[src/rtl/fir_sample_sequencer_pkg.sv]
// Shared definitions for the FIR sample sequencer: FSM state encodings and
// default widths.
package fir_sample_sequencer_pkg;

    localparam int NB_DATA_DEF  = 21;
    localparam int NB_DEPTH_DEF = 14;
    localparam int NB_DIV_DEF   = 10;

    localparam logic [2:0] ST_IDLE  = 3'd0;
    localparam logic [2:0] ST_CLEAR = 3'd1;
    localparam logic [2:0] ST_RUN   = 3'd2;
    localparam logic [2:0] ST_DRAIN = 3'd3;
    localparam logic [2:0] ST_DONE  = 3'd4;

    function automatic logic state_is_busy(input logic [2:0] st);
        return (st == ST_CLEAR) || (st == ST_RUN) || (st == ST_DRAIN);
    endfunction

endpackage

[src/rtl/seq_rate_div.sv]
// Sample-period down-counter: produces a 1-cycle tick every period+1 enabled
// cycles. Loading arms the counter so the very next enabled cycle ticks.
module seq_rate_div #(
    parameter int NB_DIV = 10
) (
    input  logic              i_clk,
    input  logic              i_rst,
    input  logic              i_en,
    input  logic              i_load,
    input  logic [NB_DIV-1:0] i_period,
    output logic              o_tick
);

    logic [NB_DIV-1:0] cnt_q;
    logic [NB_DIV-1:0] cnt_d;

    assign o_tick = i_en && (cnt_q == '0);

    always_comb begin
        cnt_d = cnt_q;
        if (i_load) begin
            cnt_d = '0;
        end else if (i_en) begin
            cnt_d = o_tick ? i_period : cnt_q - 1'b1;
        end
    end

    always_ff @(posedge i_clk or posedge i_rst) begin
        if (i_rst) begin
            cnt_q <= '0;
        end else begin
            cnt_q <= cnt_d;
        end
    end

endmodule

[src/rtl/fir_sample_sequencer.sv]
// Plays MU/MIC1/MIC2 sample ROMs into fir_adaptive with start/stop, run length,
// sample-rate divider and loop mode; owns the filter reset.
module fir_sample_sequencer
    import fir_sample_sequencer_pkg::*;
#(
    parameter int NB_DATA  = NB_DATA_DEF,
    parameter int NB_DEPTH = NB_DEPTH_DEF,
    parameter int NB_DIV   = NB_DIV_DEF
) (
    input  logic                i_clk,
    input  logic                i_rst,
    input  logic                i_start,
    input  logic                i_stop,
    input  logic                i_loop,
    input  logic [NB_DEPTH-1:0] i_last_addr,
    input  logic [NB_DIV-1:0]   i_div,
    output logic [NB_DEPTH-1:0] o_addr,
    output logic                o_rd_en,
    input  logic [NB_DATA-1:0]  i_mu,
    input  logic [NB_DATA-1:0]  i_mic1,
    input  logic [NB_DATA-1:0]  i_mic2,
    output logic [NB_DATA-1:0]  o_mu,
    output logic [NB_DATA-1:0]  o_mic1,
    output logic [NB_DATA-1:0]  o_mic2,
    output logic                o_valid,
    output logic                o_fir_rst,
    output logic                o_busy,
    output logic                o_done,
    output logic [2:0]          o_state
);

    logic [2:0]          state_q, state_d;
    logic [NB_DEPTH-1:0] addr_q, addr_d;
    logic [NB_DEPTH-1:0] last_q, last_d;
    logic [NB_DIV-1:0]   div_q, div_d;
    logic                loop_q, loop_d;
    logic                pend_q, pend_d;
    logic [NB_DATA-1:0]  mu_q, mu_d;
    logic [NB_DATA-1:0]  mic1_q, mic1_d;
    logic [NB_DATA-1:0]  mic2_q, mic2_d;
    logic                tick;
    logic                rd_en;
    logic                take;

    seq_rate_div #(
        .NB_DIV (NB_DIV)
    ) u_rate_div (
        .i_clk    (i_clk),
        .i_rst    (i_rst),
        .i_en     (state_q == ST_RUN),
        .i_load   (state_q == ST_CLEAR),
        .i_period (div_q),
        .o_tick   (tick)
    );

    // Strobe protocol (no backpressure): o_valid is high for exactly one cycle,
    // the cycle after the matching o_rd_en, and o_mu/o_mic1/o_mic2 carry that
    // read's data while it is high and hold it until the next strobe. A stop
    // in the return cycle discards the read: no strobe, outputs keep old data.
    assign rd_en = (state_q == ST_RUN) && tick;
    assign take  = pend_q && !i_stop;

    always_comb begin
        state_d = state_q;
        addr_d  = addr_q;
        last_d  = last_q;
        div_d   = div_q;
        loop_d  = loop_q;
        pend_d  = rd_en && !i_stop;
        mu_d    = mu_q;
        mic1_d  = mic1_q;
        mic2_d  = mic2_q;

        if (take) begin
            mu_d   = i_mu;
            mic1_d = i_mic1;
            mic2_d = i_mic2;
        end

        case (state_q)
            ST_IDLE: begin
                addr_d = '0;
                if (i_start) state_d = ST_CLEAR;
            end
            ST_CLEAR: begin
                last_d  = i_last_addr;
                div_d   = i_div;
                loop_d  = i_loop;
                mu_d    = '0;
                mic1_d  = '0;
                mic2_d  = '0;
                addr_d  = '0;
                state_d = ST_RUN;
            end
            ST_RUN: begin
                // Compare before incrementing so a last address of all-ones wraps naturally.
                if (tick) begin
                    if (addr_q == last_q) begin
                        if (loop_q) addr_d = '0;
                        else        state_d = ST_DRAIN;
                    end else begin
                        addr_d = addr_q + 1'b1;
                    end
                end
            end
            ST_DRAIN: begin
                state_d = ST_DONE;
            end
            ST_DONE: begin
                if (i_start) state_d = ST_CLEAR;
            end
            default: begin
                state_d = ST_IDLE;
            end
        endcase

        if (i_stop) begin
            state_d = ST_IDLE;
            addr_d  = '0;
        end
    end

    always_ff @(posedge i_clk or posedge i_rst) begin
        if (i_rst) begin
            state_q <= ST_IDLE;
            addr_q  <= '0;
            last_q  <= '0;
            div_q   <= '0;
            loop_q  <= 1'b0;
            pend_q  <= 1'b0;
            mu_q    <= '0;
            mic1_q  <= '0;
            mic2_q  <= '0;
        end else begin
            state_q <= state_d;
            addr_q  <= addr_d;
            last_q  <= last_d;
            div_q   <= div_d;
            loop_q  <= loop_d;
            pend_q  <= pend_d;
            mu_q    <= mu_d;
            mic1_q  <= mic1_d;
            mic2_q  <= mic2_d;
        end
    end

    assign o_addr    = addr_q;
    assign o_rd_en   = rd_en;
    assign o_valid   = take;
    assign o_mu      = take ? i_mu   : mu_q;
    assign o_mic1    = take ? i_mic1 : mic1_q;
    assign o_mic2    = take ? i_mic2 : mic2_q;
    assign o_fir_rst = (state_q == ST_IDLE) || (state_q == ST_CLEAR);
    assign o_busy    = state_is_busy(state_q);
    assign o_done    = (state_q == ST_DONE);
    assign o_state   = state_q;

endmodule

[config.mk]
export PLATFORM = sky130hd
export DESIGN_NAME = fir_sample_sequencer
export DESIGN_NICKNAME = d
export VERILOG_FILES = /design/src/rtl/fir_sample_sequencer_pkg.sv /design/src/rtl/seq_rate_div.sv /design/src/rtl/fir_sample_sequencer.sv
export SDC_FILE = /design/constraint.sdc
export NUM_CORES = 1
export LEC_CHECK = 0
export ABC_AREA = 1
export CAP_MARGIN = 0
export CORE_MARGIN = 2
export CORE_UTILIZATION = 25
export DETAILED_ROUTE_END_ITERATION = 12
export PLACE_DENSITY_LB_ADDON = 0.1
export SLEW_MARGIN = 0
export SYNTH_ARGS = -nofsm -noshare
export SYNTH_HDL_FRONTEND = slang
export SYNTH_SLANG_ARGS = --single-unit
[constraint.sdc]
create_clock -name i_clk -period 5.7 [get_ports i_clk]
set_input_delay 1.14 -clock i_clk [delete_from_list [all_inputs] [get_ports i_clk]]
set_output_delay 1.14 -clock i_clk [all_outputs]
set_load 0.05 [all_outputs]
# [After elaboration in Yosys (flattened, before gate mapping)]
# Index checks and enable logic that the tools add are counted.
[word_totals] register_bits=116 input_bits=92 output_inout_bits=85 wordCells=58
[op_classes] add_sub_neg=2 eq_ne=10 muxes=20 n_reduce_logical=16
[op_table] op="21-bit 2-to-1 mux" count=6
[op_table] op="14-bit 2-to-1 mux" count=4
[op_table] op="10-bit 2-to-1 mux" count=3
[op_table] op="14-bit one-hot mux with 2 select lines" count=1
[op_table] op="3-bit 2-to-1 mux" count=5
[op_table] op="14-bit by 1-bit adder with 14-bit output, second input constant" count=1
[op_table] op="14-bit == test" count=1
[op_table] op="3-bit one-hot mux with 4 select lines" count=1
[op_table] op="10-bit zero test" count=1
[op_table] op="10-bit by 1-bit subtractor with 10-bit output, second input constant" count=1
[op_table] op="3-bit inequality test, second input constant" count=3
[op_table] op="3-bit by 2-bit == test with 1-bit output, second input constant" count=2
[op_table] op="1-bit logical AND" count=4
[op_table] op="4-bit inequality test, second input constant" count=1
[op_table] op="4-bit AND reduction" count=1
[op_table] op="2-bit OR reduction" count=2
[op_table] op="3-bit by 1-bit == test with 1-bit output, second input constant" count=1
[op_table] op="3-bit == test, second input constant" count=1
[op_table] op="3-bit zero test" count=1
[op_table] op="1-bit logical OR" count=3
[op_table] op="3-bit by 1-bit inequality test with 1-bit output, second input constant" count=1
[op_table] op="3-bit AND reduction" count=1
[op_table] op="3-bit nonzero test" count=1
[op_table] op="2-bit nonzero test" count=1
[op_table] op="1-bit zero test" count=1

# [Depth between registers and ports, before layout]
# Gate-level depths: netlist of the first run.
[depth] word_depth=5 depth_mapped=14 ltp_nobuf=12

# [Hierarchy]
# Synthesis of the first run repeated with hierarchy kept, for this count alone.
[hier_totals] hier_cells=774 hier_area_um2=5901.9
[by_module_without_submodules] mod="fir_sample_sequencer" n_inst=1 cells_each=660 area_each_um2=5156.2 seq_area_each_um2=2652.5
[by_module_without_submodules] mod="seq_rate_div" n_inst=1 cells_each=114 area_each_um2=745.7 seq_area_each_um2=250.2

# [Worst setup path before layout of the first run]
# No wires, ideal clock.
[synth_path] kind="input to output" startpoint="input port i_stop" endpoint="output port o_mic2[11]" t_arrival_ns=2.519 required_time_ns=4.560 slack_ns=2.041 cell_stages=8 n_path_buf=2 path_cell_list="buf_4 -> inv_1 -> nand2_2 -> inv_2 -> clkbuf_2 -> or2_2 -> o21ai_0 -> inv_1"
[synth_via] elab_chain_cells=3
[synth_lines] element="start, declared" line_no="fir_sample_sequencer.sv:13" source="input logic i_stop,"
[synth_lines] element="1-bit zero test" line_no="fir_sample_sequencer.sv:61" source="assign take = pend_q && !i_stop;"
[synth_lines] element="1-bit logical AND" line_no="fir_sample_sequencer.sv:61"
[synth_lines] element="named net o_valid" line_no="fir_sample_sequencer.sv:25" source="output logic o_valid,"
[synth_lines] element="21-bit 2-to-1 mux"
[synth_lines] element="end, declared" line_no="fir_sample_sequencer.sv:24" source="output logic [NB_DATA-1:0] o_mic2,"
# The timed path passes the listed nets, and every way through them passes these cells.

# [Final worst setup path of the first run]
[layout_path] startpoint="input port i_stop" endpoint="output port o_mic1[15]"
[layout_via] elab_chain_cells=3
[layout_lines] element="1-bit zero test" line_no="fir_sample_sequencer.sv:61"
[layout_lines] element="1-bit logical AND" line_no="fir_sample_sequencer.sv:61"
[layout_lines] element="21-bit 2-to-1 mux"
[layout_lines] element="end, declared" line_no="fir_sample_sequencer.sv:23" source="output logic [NB_DATA-1:0] o_mic1,"
# No other way between the ends.

==> results of run 1 <==
## state kept, by name, indices dropped and copies added (netlist names)
name	flops
u_rate_div.cnt_q	10
pend_q	1
o_state	3
div_q	10
mic1_q	21
loop_q	1
mu_q	21
last_q	14
mic2_q	21
o_addr	14
## worst min-delay path by stage
stage | end | cells past startpoint
after detailed placement | div_q[9] | 2
after CTS | div_q[9] | 2
after floorplan | div_q[0] | 2
after global placement | div_q[9] | 2
after global routing | div_q[7] | 2
final | div_q[9] | 2
## critical path, cell delays in order
cell and delay, ps:
clkdlybuf4s50_1 550, inv_1 200, nand2_2 80, inv_2 530, buf_4 270, or2_0 110, o21ai_0 110, inv_1 90
buf_4 190
## through the flow
stage	area (µm²)	total power [mW]	util	instances
3_3_place_gp	7650	2.91	0.337	1180
4_1_cts	8220	3.97	0.362	1211
3_5_place_dp	7650	2.91	0.337	1180
2_1_floorplan	5800	2.38	-	748
6_report	8220	3.90	0.362	1211
5_1_grt	8220	4.20	0.362	1211
## power by group through the flow
stage / Sequential (mW) / Clock [mW] / Combinational (mW)
CTS: 1.14 / 1.07 / 1.77
floorplan: 1.15 / 0 / 1.23
detailed placement: 1.15 / 0 / 1.76
global route: 1.16 / 1.11 / 1.93
finish: 1.14 / 1.04 / 1.73
global placement: 1.15 / 0 / 1.77
## layout make-up
cell class              instances  area, µm²  share of cell area
flip-flops and latches        116       2900               0.353
multi-input cells             484       2320               0.282
repair buffers                182       1650               0.200
clock buffers                  21        460              0.0560
inverters                     113        427              0.0519
well taps                     285        357              0.0434
clock inverters                10        108              0.0131
## routing by layer
metal | GRT usage | part of all wire | vias up
met5 | 0 | 0 | -
met4 | 0.0446 | 0.012 | 0
met3 | 0.0590 | 0.085 | 12
met2 | 0.226 | 0.45 | 124
met1 | 0.181 | 0.45 | 2366
li1 | - | - | 2619
## kinds of logic after synthesis
group / count (synthesis) / share of synthesized area
simple gates: 365 / 0.281
buf+inv: 148 / 0.101
flops: 116 / 0.500
compound gates: 102 / 0.0906
xor+xnor: 15 / 0.0226
fa+ha+maj: 2 / 0.00431
## synthesized netlist by cell type
cell type | count | area [µm²]
o21ai_0 | 91 | 455
o211ai_1 | 3 | 22.5
or2_0 | 16 | 100
o21ai_1 | 2 | 10.0
nor2_1 | 101 | 379
xnor2_1 | 5 | 43.8
nand4_1 | 7 | 43.8
nand2_2 | 6 | 37.5
nand3_1 | 24 | 120
nand3b_1 | 2 | 15.0
o22ai_1 | 2 | 12.5
a32o_1 | 1 | 10.0
a21oi_1 | 3 | 15.0
nor3_1 | 3 | 15.0
nand3_2 | 1 | 10.0
nand2_1 | 152 | 571
nor3_2 | 1 | 10.0
ha_1 | 2 | 25.0
clkbuf_2 | 1 | 5.00
inv_1 | 106 | 398
buf_4 | 3 | 22.5
buf_2 | 8 | 40.0
buf_6 | 1 | 11.3
nand2_4 | 1 | 11.3
clkbuf_1 | 22 | 82.6
or2_2 | 47 | 294
inv_2 | 7 | 26.3
nor2_2 | 4 | 25.0
xor2_1 | 10 | 87.6
dfrtp_1 | 116 | 2900
==> results.txt, run 1 <==
----------------------------------------------------
[Worst setup path]
  Register-to-register setup slack ... 2870 ps
  Startpoint of the worst register-to-register path ... o_state[1]
  Worst reg-to-reg path cell count ... 5
  Endpoint required time on the critical path ... 4560 ps
  Worst setup EP type ... primary output
  Critical path start-end classification ... in -> out
  Endpoint of the worst setup timing path ... o_mic1[15]
  Critical Path AT ... around 3300 ps
  Worst-path maximum fanout ... 47
  Nature of the critical path startpoint ... input pin
  Reg-to-reg endpoint ... u_rate_div.cnt_q[6]
  CP Launch Point ... i_stop

[Synth]
  Syn Nets ... 842
  Post-synthesis sequential element count ... about 120
  Cell Area, Synth ... a little under 6000 µm²
  Synth Instances ... around 750
  Portion of the post-synthesis area used by sequential elements ... 0.500
  Syn avg cell area ... 7.76 µm²
  Ys Warns ... 0
  Number of distinct library cells after synthesis ... 30

[CTS]
  Inserted Clock Buffers ... 17
  Clk Tree Root Cell ... clkbuf_16
  Clock input transition at the sequential cells of the worst setup and hold paths ... 50 ps
  Post-CTS Setup Repair Bufs ... 0
  Maximum buffer depth of the clock tree ... 2
  Number of hold buffers added after CTS ... 0
  H-tree levels ... 4
  Quantity of gates resized following cts ... 0
  Clock insertion delay at the later pin of the skew report ... a little over 400 ps
  Number of sinks on the clock net ... 116
  Clock tree from TritonCTS ... done

[GRT]
  Sum of overflow across all layers after global routing ... 0
  Via count of the first global-routing pass ... 5416
  Global-route wire length before repair ... 27600 µm
  Maximum number of pins on one net before global-route repair ... 87
  Number of antenna violations at the first check in global routing ... 0
  GRT Resource Usage Total ... 0.144

[STA]
  Final-layout worst hold slack ... between 400 and 500 ps
  Headroom to the max-slew limit ... 0.226
  Post-route setup TNS ... 0 ps
  Number of hold violations in the final report ... 0
  Worst-Margin Slew ... 1150 ps
  Upper clock frequency limit ... 227 MHz
  Time the final worst path needs with I/O delays and setup ... approximately 4400 ps
  Final-report max-slew violation count ... 0
  Setup repair after global routing missed its margin ... false
  Period Utilization, post-route ... 0.773
  # setup viols final ... 0
  Final setup margin ... 1290 ps
  Final worst clock skew ... 8.15 ps

[Placement]
  Worst slack, placed ... 1210 ps
  Final RePlAce weighted congestion ... 0.707
  Half-perimeter wire length after detailed placement ... around 11000 µm
  Count of port buffers added during placement ... 176

[Die]
  Die Footprint ... 24400 µm²
  Core region area ... roughly 23000 µm²
  Number of placement rows ... 55
  Die W ... 156 µm
  Initial cell density of the core ... 0.255
  I/O pin count ... 177
  Vertical die dimension ... 156 µm

[Power and ir drop]
  Net switching power ... 1.66 mW
  Fraction of power consumed by sequential logic ... 0.291
  Maximum vdd drop ... ~210 µV
  Cell Int Power ... approximately 2.2 mW
  Sw frac ... 0.426
  Combinational Power Share ... 0.443
  Power density of the placed cells ... approximately 470 nW/µm²
  Clk pwr share ... 0.266
  Cell leakage power ... between 4 and 5 nW

[Finish]
  Commonest cells after routing, fill and taps aside ... 152 x nand2_1, 116 x dfrtp_1, 112 x clkdlybuf4s50_1
  Synth-to-layout area growth ... 41.7%
  Number of inserted diodes ... 0
  Most common library cell in the layout ignoring fill and taps ... nand2_1
  Ratio of cells with drive above 1 in the final layout ... 0.181
  Filler cell count ... ~2400
  Layout net count ... slightly above 1000

[Worst hold path]
  Launch point of the worst hold path ... div_q[9]
  Classification of the worst-slack hold path ... reg -> reg

[Routing]
  Per-cell routed wire length ... 13.9 µm
  Total vias in the final route ... 5121
  Via/cell ratio ... 4.23
  Total wirelength of the detailed-routed design ... 16800 µm
  Antenna Violating Nets Remaining ... 0
  DRC violations left ... 0
  1st-pass router iterations ... 4
  Iteration-0 DRC count of the detailed router ... 259

[Outcome]
  Result of the run ... complete, no violations

[Flow run]
  Count of maximum capacitance violations ... 0

----------------------------------------------------
Note: power is estimated with default switching activity, not from simulation.
==> run 2: changes to the inputs <==
==> constraint.sdc (replaced) <==
create_clock -name i_clk -period 3.6 [get_ports i_clk]
set_input_delay 0.72 -clock i_clk [delete_from_list [all_inputs] [get_ports i_clk]]
set_output_delay 0.72 -clock i_clk [all_outputs]
set_load 0.05 [all_outputs]
==> results.txt, run 2 (synthesis gave the netlist of run 1 again) <==
----------------------------------------------------
[Worst setup path]
  Worst setup EP type ... primary output
  Critical path start-end classification ... reg -> out
  Nature of the critical path startpoint ... flop
  Register-to-register setup slack ... 1480 ps (-1390 ps)
  Critical Path AT ... 2550 ps (-720 ps)
  Reg-to-reg endpoint ... o_addr[1]
  Endpoint required time on the critical path ... 2880 ps (-1680 ps)
  Startpoint of the worst register-to-register path ... u_rate_div.cnt_q[0]
  Worst reg-to-reg path cell count ... 10 (+5)
  Worst-path maximum fanout ... 5 (-89%)

[Finish]
  Ratio of cells with drive above 1 in the final layout ... 0.184 (+0.00304)
  Synth-to-layout area growth ... 42.5%
  Layout net count ... 1011 (+0.30%)
  Total non-filler cell area in the finished layout ... 8270 µm² (+0.58%)
  Area of the multi-input gates ... 2320 µm² (unchanged)
  Largest registers ranked by flip-flop count ... mic1_q (21), mic2_q (21), mu_q (21)
  Area taken by flip-flops and latches ... 2900 µm² (unchanged)
  Most common library cell in the layout ignoring fill and taps ... nand2_1
  Filler cell count ... 2385 (-1.5%)
  Commonest cells after routing, fill and taps aside ... 152 x nand2_1, 116 x dfrtp_1, 112 x clkdlybuf4s50_1
  Number of inserted diodes ... 0 (unchanged)

[Routing]
  Total wirelength of the detailed-routed design ... 16500 µm (-1.5%)
  Iteration-0 DRC count of the detailed router ... 226 (-13%)
  DRC violations left ... 0 (unchanged)
  Total vias in the final route ... 5087 (-0.66%)
  Via/cell ratio ... 4.20 (-0.75%)
  1st-pass router iterations ... 4 (unchanged)
  Per-cell routed wire length ... 13.6 µm (-1.6%)
  Antenna Violating Nets Remaining ... 0 (unchanged)

[Power and ir drop]
  Cell Int Power ... 3.47 mW (+55%)
  Power density of the placed cells ... 739 nW/µm² (+56%)
  Net switching power ... 2.64 mW (+59%)
  Fraction of power consumed by sequential logic ... 0.295 (+0.004)
  Maximum vdd drop ... 280 µV (+32%)
  Clk pwr share ... 0.253 (-0.013)
  Sw frac ... 0.432 (+0.00571)
  Combinational Power Share ... 0.452 (+0.009)
  Cell leakage power ... 4.65 nW (+0.23%)

[GRT]
  Met3 usage ... 0.0695 (+0.0105)
  Number of antenna violations at the first check in global routing ... 1 (+1)
  GRT Resource Usage Total ... 0.143 (-0.00128)
  Via count of the first global-routing pass ... 5246 (-3.1%)
  Global routing usage on met1 ... 0.179 (-0.00220)
  Sum of overflow across all layers after global routing ... 0 (unchanged)
  GRT Max-Usage Layer ... met2
  Global-route wire length before repair ... 27200 µm (-1.1%)
  Met2 global-route usage ... 0.220 (-0.00566)
  Maximum number of pins on one net before global-route repair ... 103 (+18%)

[Die]
  Initial cell density of the core ... 0.255 (unchanged)
  Core region area ... 22700 µm² (unchanged)
  I/O pin count ... 177 (unchanged)
  Die W ... 156 µm (unchanged)
  Number of placement rows ... 55 (unchanged)
  Vertical die dimension ... 156 µm (unchanged)
  Die Footprint ... 24400 µm² (unchanged)

[STA]
  Number of hold violations in the final report ... 0 (unchanged)
  Period Utilization, post-route ... 0.907
  Time the final worst path needs with I/O delays and setup ... 3270 ps
  Setup repair after global routing missed its margin ... false
  Worst-Margin Slew ... 516 ps (-638 ps)
  Headroom to the max-slew limit ... 0.655 (+0.429)
  Final-report max-slew violation count ... 0 (unchanged)
  Upper clock frequency limit ... 306 MHz
  Final worst clock skew ... 6.66 ps (-1.49 ps)
  # setup viols final ... 0 (unchanged)
  Post-route setup TNS ... 0 ps (unchanged)

[CTS]
  Clk Tree Root Cell ... clkbuf_16
  H-tree levels ... 4 (unchanged)
  Clock insertion delay at the later pin of the skew report ... 410 ps (about the same)
  Clock tree from TritonCTS ... done
  Number of hold buffers added after CTS ... 0 (unchanged)
  Number of sinks on the clock net ... 116 (unchanged)
  Inserted Clock Buffers ... 17 (unchanged)
  Quantity of gates resized following cts ... 0 (unchanged)
  Clock input transition at the sequential cells of the worst setup and hold paths ... 50 ps (about the same)
  Maximum buffer depth of the clock tree ... 2 (unchanged)
  Post-CTS Setup Repair Bufs ... 0 (unchanged)

[Outcome]
  Result of the run ... complete, no violations

[Worst hold path]
  Worst hold path stage count ... 2 (unchanged)
  Launch point of the worst hold path ... div_q[1]
  Worst hold path endpoint ... div_q[1]
  Classification of the worst-slack hold path ... reg -> reg

[Placement]
  Count of port buffers added during placement ... 176 (unchanged)
  Total placed instance area ... 7740 µm² (+1.1%)
  Final RePlAce weighted congestion ... 0.746 (+5.4%)
  Half-perimeter wire length after detailed placement ... 11200 µm (-0.92%)

[Flow run]
  Count of maximum capacitance violations ... 0 (unchanged)

----------------------------------------------------
-- run 2: cell types whose count changed in the layout (fill, tap and decap cells not counted), sizes merged --
cell	delta
buf	+3
clkinvlp	+2
clkbuf	-3
bufinv	-1
inv	-1
clkinv	+1
-- run 2: area by class of cell --
class,instances,area share
clock buffer,18,0.0531
timing repair buffer,185,0.209
inverter,113,0.0518
tap,285,0.0431
clock inverter,11,0.0109
multi-input combinational,484,0.280
sequential,116,0.351
-- run 2: metrics by stage --
| step | hold slack (ps) | std cells | power (mW) | worst slack [ps] | utilization |
|---|---|---|---|---|---|
| after global placement | 455 | 1183 | 4.64 | 387 | 0.341 |
| after CTS | 478 | 1212 | 6.22 | 292 | 0.364 |
| final | 473 | 1212 | 6.11 | 334 | 0.364 |
| after floorplan | 437 | 748 | 3.77 | 781 | - |
| after global routing | 498 | 1212 | 6.59 | 162 | 0.364 |
| after detailed placement | 463 | 1183 | 4.63 | 361 | 0.341 |
-- run 2: worst max-delay path by stage --
stage	start	end	slack (ps)	cells after the start
2_1_floorplan	i_stop	o_mic2[11]	780	8
3_3_place_gp	i_stop	o_mic2[14]	390	9
3_5_place_dp	i_stop	o_mu[20]	360	9
4_1_cts	u_rate_div.cnt_q[0]	o_rd_en	290	7
5_1_grt	u_rate_div.cnt_q[0]	o_rd_en	160	7
6_report	u_rate_div.cnt_q[0]	o_rd_en	330	7
-- run 2: metal layers --
layer  share of wire  up-vias
met3           0.096       11
li1                -     2622
met4           0.010        0
met2            0.45      137
met5               0        -
met1            0.44     2317
-- run 2: worst max-delay path: stages, from the launching register on --
cell and delay, ps:
dfrtp_1 370, inv_1 140, ha_1 240, nand4_1 160, nor2_2 210, nand2_2 70
inv_1 130, clkdlybuf4s50_1 830
-- run 2: power by group through the flow --
stage | clock (mW) | combinational (mW) | sequential [mW]
final | 1.54 | 2.76 | 1.80
after global routing | 1.66 | 3.08 | 1.85
after CTS | 1.59 | 2.82 | 1.81
after detailed placement | 0 | 2.81 | 1.82
after global placement | 0 | 2.81 | 1.82
after floorplan | 0 | 1.94 | 1.83
